### config.mk
export PLATFORM = sky130hd
export DESIGN_NAME = controle_tentativas
export DESIGN_NICKNAME = d
export VERILOG_FILES = /design/src/rtl/controle_tentativas.sv
export SDC_FILE = /design/constraint.sdc
export NUM_CORES = 1
export LEC_CHECK = 0
export ABC_AREA = 1
export CELL_PAD_IN_SITES_DETAIL_PLACEMENT = 0
export CELL_PAD_IN_SITES_GLOBAL_PLACEMENT = 2
export CORE_MARGIN = 10
export CORE_UTILIZATION = 23
export CTS_CLUSTER_SIZE = 20
export DETAILED_ROUTE_END_ITERATION = 12
export PLACE_DENSITY = 0.83
export SLEW_MARGIN = 25
export SYNTH_ARGS = -nofsm -noshare
export SYNTH_HDL_FRONTEND = slang
export SYNTH_SLANG_ARGS = --single-unit
### constraint.sdc
create_clock -name clk -period 1 [get_ports clk]
set_input_delay 0.25 -clock clk [delete_from_list [all_inputs] [get_ports clk]]
set_output_delay 0.25 -clock clk [all_outputs]
set_load 0.05 [all_outputs]
### src/rtl/controle_tentativas.sv
// rtl/controle_tentativas.sv - guess sequencing, verdict registration and attempt counting
module controle_tentativas #(
    parameter int MAX_TENTATIVAS = 5,
    parameter int W_CONT         = 3
) (
    input  logic              clk,
    input  logic              rst_n,
    input  logic [3:0]        senha,
    input  logic [3:0]        tentativa,
    input  logic              confirmar,
    input  logic              reiniciar,
    output logic [3:0]        diff,
    output logic              sinal,
    input  logic              igual,
    input  logic              ate3,
    input  logic              errada,
    output logic              acertou,
    output logic              perto,
    output logic              errou,
    output logic              resultado_valido,
    output logic [W_CONT-1:0] tentativas_restantes,
    output logic              vitoria,
    output logic              derrota,
    output logic              erro_protocolo
);

    localparam logic [W_CONT-1:0] L_MAX = W_CONT'(MAX_TENTATIVAS);
    localparam logic [W_CONT-1:0] L_UM  = W_CONT'(1);

    typedef enum logic [1:0] {OCIOSO, AVALIA, VITORIA, DERROTA} estado_t;

    estado_t           r_estado;
    estado_t           w_prox;
    logic              r_conf_q;
    logic [4:0]        r_dif;
    logic              r_acertou;
    logic              r_perto;
    logic              r_errou;
    logic              r_valido;
    logic              r_erro;
    logic [W_CONT-1:0] r_rest;

    logic              w_evento;
    logic              w_um_quente;
    logic              w_acertou;
    logic              w_perto;
    logic              w_errou;
    logic              w_ultima;

    // Rising edge of the (already synchronised) confirm level; r_conf_q resets high
    // so a button held through reset does not register as a guess.
    assign w_evento = confirmar & ~r_conf_q;
    assign w_ultima = (r_rest == L_UM);

    // Decode the comparator verdict; anything other than exactly one flag is a wrong guess.
    always_comb begin
        w_um_quente = 1'b0;
        w_acertou   = 1'b0;
        w_perto     = 1'b0;
        w_errou     = 1'b1;
        case ({igual, ate3, errada})
            3'b100:  begin w_um_quente = 1'b1; w_acertou = 1'b1; w_errou = 1'b0; end
            3'b010:  begin w_um_quente = 1'b1; w_perto   = 1'b1; w_errou = 1'b0; end
            3'b001:  begin w_um_quente = 1'b1; end
            default: begin w_um_quente = 1'b0; end
        endcase
    end

    // Confirm-button history for edge detection.
    always_ff @(posedge clk or negedge rst_n) begin
        if (!rst_n) r_conf_q <= 1'b1;
        else        r_conf_q <= confirmar;
    end

    // State register.
    always_ff @(posedge clk or negedge rst_n) begin
        if (!rst_n) r_estado <= OCIOSO;
        else        r_estado <= w_prox;
    end

    // Next-state logic; new-game request overrides everything, game-over states are terminal.
    always_comb begin
        w_prox = r_estado;
        if (reiniciar) begin
            w_prox = OCIOSO;
        end else begin
            case (r_estado)
                OCIOSO:  if (w_evento) w_prox = AVALIA;
                AVALIA: begin
                    if (w_acertou)     w_prox = VITORIA;
                    else if (w_ultima) w_prox = DERROTA;
                    else               w_prox = OCIOSO;
                end
                default: w_prox = r_estado;
            endcase
        end
    end

    // Difference capture, verdict registration, attempt counter and sticky protocol error.
    always_ff @(posedge clk or negedge rst_n) begin
        if (!rst_n) begin
            r_dif     <= '0;
            r_acertou <= 1'b0;
            r_perto   <= 1'b0;
            r_errou   <= 1'b0;
            r_valido  <= 1'b0;
            r_erro    <= 1'b0;
            r_rest    <= L_MAX;
        end else if (reiniciar) begin
            r_dif     <= '0;
            r_acertou <= 1'b0;
            r_perto   <= 1'b0;
            r_errou   <= 1'b0;
            r_valido  <= 1'b0;
            r_erro    <= 1'b0;
            r_rest    <= L_MAX;
        end else begin
            r_valido <= 1'b0;
            if (r_estado == OCIOSO && w_evento) begin
                r_dif <= {1'b0, tentativa} - {1'b0, senha};
            end
            if (r_estado == AVALIA) begin
                r_acertou <= w_acertou;
                r_perto   <= w_perto;
                r_errou   <= w_errou;
                r_valido  <= 1'b1;
                if (!w_um_quente) r_erro <= 1'b1;
                if (r_rest != '0) r_rest <= r_rest - L_UM;
            end
        end
    end

    assign diff                 = r_dif[3:0];
    assign sinal                = r_dif[4];
    assign acertou              = r_acertou;
    assign perto                = r_perto;
    assign errou                = r_errou;
    assign resultado_valido     = r_valido;
    assign tentativas_restantes = r_rest;
    assign vitoria              = (r_estado == VITORIA);
    assign derrota              = (r_estado == DERROTA);
    assign erro_protocolo       = r_erro;

endmodule
==> impl_results.md <==
- Flip-flop and latch count after synthesis: 16
- Die width: 83.7 µm
- Data required time at the worst endpoint: 750 ps
- Highest clock rate: 0.743 GHz
- Combinational family with the most area after synthesis: simple AND/OR/NAND/NOR gates
- Vertical die dimension: 83.7 µm
- Type of the worst min-delay path: in -> reg
- Total routed wirelength: 2600 µm
- CP delay by family, top: flip-flops
- Sequence of cells on the critical path: buf_6 > buf_12
- Count of maximum capacitance violations: 0
- Root buffer selected by CTS: clkbuf_8
- Avg Inst Size Synth: 8.26 µm²
- Met3 Track Usage GR: 3.61%
- Number of buffers inserted by hold repair at cts: 0
- Top_reg_cell synth: dfrtp_1
- Depth of the CTS H-tree: 1
- Aggregate global-route resource usage: 7.68%
- Max VDD drop: 0.616 mV
- Most area-hungry cell type in the Yosys netlist: dfrtp_1
- Buffer and inverter count on the worst path: 2
- Min Clock Period, post-route: 1350 ps
- Ant. Diodes: 0
- Data arrival time of the critical path: 1100 ps
- Fraction of the mapped netlist area in adder cells: 11.5%
- Outcome: finished, violations left
- Grt ovf: 0
- Simple-Gate Fraction of Synth Area: 30.7%
- Maximum number of pins on one net before global-route repair: 17
- Max Root-Sink Buffers: 2
- Synth Net Count: 136
- Global-route wire length before repair: 4500 µm
- Sequential cell area fraction in the yosys report: 43.3%
- Number of port buffers: 29
- Effective utilization at floorplan: 23.5%
- Async set-reset flop share out of synthesis: 100%
- Failing checks: negative setup slack
- Mean routed wirelength per cell: 11.9 µm
- # rows: 23
- Number of warnings printed during yosys synthesis: 0
- RSZ-0062 raised after global routing: true
- Total iterations of the first detailed-routing run: 4
- Multiplexer share of the synthesized area: 0%
- Synthesized-area fraction occupied by ao, oa, aoi and oai cells: 4.83%
- Number of buffers inserted during clock tree synthesis: 3
- Final setup viols: 29
- GR met2 Demand/Resource: 13.6%
- Clock Sink Count: 16
- Drt drc: 0
- Worst hold margin: 318 ps
- Leakage dissipation: 0.000899 µW
- Delay of the slowest cell on the worst path: 630 ps
- Type of element capturing the critical path: output pin
- Count of unique library cells instantiated by Yosys: 22
- Max Slew Vio Count: 0
- Maximum fanout along the worst path: 2
- Slew of the pin with the lowest slew margin: 207 ps
- Gpl congestion: 0.815
- Areal power density over the cells: 2150 mW/mm²
- Instance count of the mapped netlist: 113
- Via/cell ratio: 4.14
- Initial antenna violation count: 0
- Vias in the first global route: 1051
- Die area: 0.00701 mm²
- Met1 layer usage reported by global route: 7.82%
- Clock transition at the register clock pins on the worst setup and hold paths after CTS: 60 ps
- Layout Area Growth over Synthesis: 104%
- Core Box Area: 0.00397 mm²
- Fin nets: 192
- Area share of the largest cell type after synthesis: 34.9%
- Slowest cell on the critical path: dfstp_4
- DRC marker count from the first detailed-route iteration: 13
- Post-route ant nets: 0
- Combined area of all synthesized cells: 933 µm²
- Tcrit/Tclk final: 135%
- Setup slack of the critical path after layout: -346 ps
- Count of final hold-check violations: 0
- CTS tree: built
- Insertion delay of the later-clocked pin in the worst-skew pair: 240 ps
- Launching element type of the critical path: register
- Total power draw: 4090 µW
- EDFF count, synth: 0
- Synth Area in XOR/XNOR: 0.938%
- Fill cells: 381
- Utilization after layout: 47.9%
- Via count of the routed design: 902
- Dpl hpwl: 2070 µm
- Boundary Pins: 30
- Crit path kind: reg -> out
- Global-route layer with the greatest usage: met2
- Worst slew slack as a fraction of its limit: 86.2%
- Share of cells above drive strength 1: 57.7%
- Final clock skew: 3.50 ps
- Cell types occupying the most area after synthesis: dfrtp_1 35%, nand2_1 11%, ha_1 9.4%
[synthesized netlist by cell type (2+ instances only)]
cell,n
nor2_2,2
nand2_4,2
dfrtp_1,13
nand3b_1,4
a21oi_1,2
o21ai_1,6
nand3_1,12
dfstp_2,3
nor2_1,6
inv_1,18
ha_1,7
nand2_1,28
[power by group]
group | switching, µW | internal, µW | total [µW]
Sequential | 158 | 837 | 996
Combinational | 1320 | 1290 | 2610
Clock | 203 | 282 | 485
Total | 1680 | 2410 | 4090
[registers in the layout, summed over array words and instances (netlist names)]
register,flops
r_estado,2
perto,1
r_dif,5
resultado_valido,1
erro_protocolo,1
acertou,1
tentativas_restantes,3
r_conf_q,1
errou,1
[path summary, 6_finish.rpt]
check | cells past startpoint | slack, ps | start | to
worst max-delay path | 2 | -350 | tentativas_restantes[0] | tentativas_restantes[0]
worst min-delay path | 3 | 320 | senha[0] | r_dif[0]
worst max register to register | 7 | -310 | tentativas_restantes[0] | tentativas_restantes[1]
worst min register to register | 2 | 540 | r_dif[4] | r_dif[4]
max in group asynchronous | 2 | 450 | rst_n | r_conf_q
min in group asynchronous | 2 | 340 | rst_n | errou
[stage by stage]
step | cells | area (µm²) | TNS (ps) | setup WS [ps]
floorplan | 113 | 1030 | -1600 | -271
global placement | 205 | 1640 | -6950 | -848
detailed placement | 205 | 1640 | -7170 | -868
CTS | 218 | 1840 | -4710 | -348
global route | 218 | 1900 | -5610 | -386
finish | 218 | 1900 | -4100 | -346
[layer usage]
layer | vias up | share of wire (%) | wire length [µm]
li1 | 464 | - | -
met1 | 412 | 42 | 1080
met2 | 26 | 51 | 1320
met3 | 0 | 7.5 | 195
met4 | 0 | 0 | 0
met5 | - | 0 | 0
[area by class of cell]
cell class	instances	area (µm²)	share of cell area (%)
Multi-Input combinational cell	76	648	34.1
Timing Repair Buffer	51	636	33.4
Sequential cell	16	410	21.6
Inverter	21	100	5.26
Tap cell	50	62.6	3.29
Clock buffer	4	45.0	2.37
[cell usage in the layout, fill, tap and decap left out, types with 2 or more instances in the layout]
cell / n
inv_4: 2
buf_6: 7
nand3_1: 6
dlymetal6s2s_1: 3
dlygate4sd2_1: 7
clkdlybuf4s50_1: 2
nand2_2: 8
buf_12: 16
dfrtp_1: 11
inv_1: 9
ha_4: 5
nand2_1: 19
nand3_2: 6
nor2_1: 2
dfstp_2: 2
nor2_4: 5
inv_2: 7
o21ai_2: 6
buf_4: 14
nand2_4: 3
nand3b_1: 4
nor2_2: 2
ha_1: 2
clkbuf_8: 3
dfrtp_2: 2
[what timing repair did]
action | 4_1_cts | 5_1_grt
resized for setup | 42 | 22
pin swaps | 11 | 12
setup buffers | 9 | 1
setup endpoints to repair | 29 | 29
gates cloned | 0 | 0
[worst min-delay path, stage by stage]
cell and delay, ps:
buf_2 100, ha_4 130, o21ai_1 50
[logic make-up after synthesis]
logic type / after synthesis
AO/OA/AOI/OAI: 9
adder cells (fa/ha/maj): 8
flip-flops: 16
AND/OR/NAND/NOR: 58
XOR/XNOR: 1
buffers and inverters: 21
Note: power is estimated with default switching activity, not from simulation.
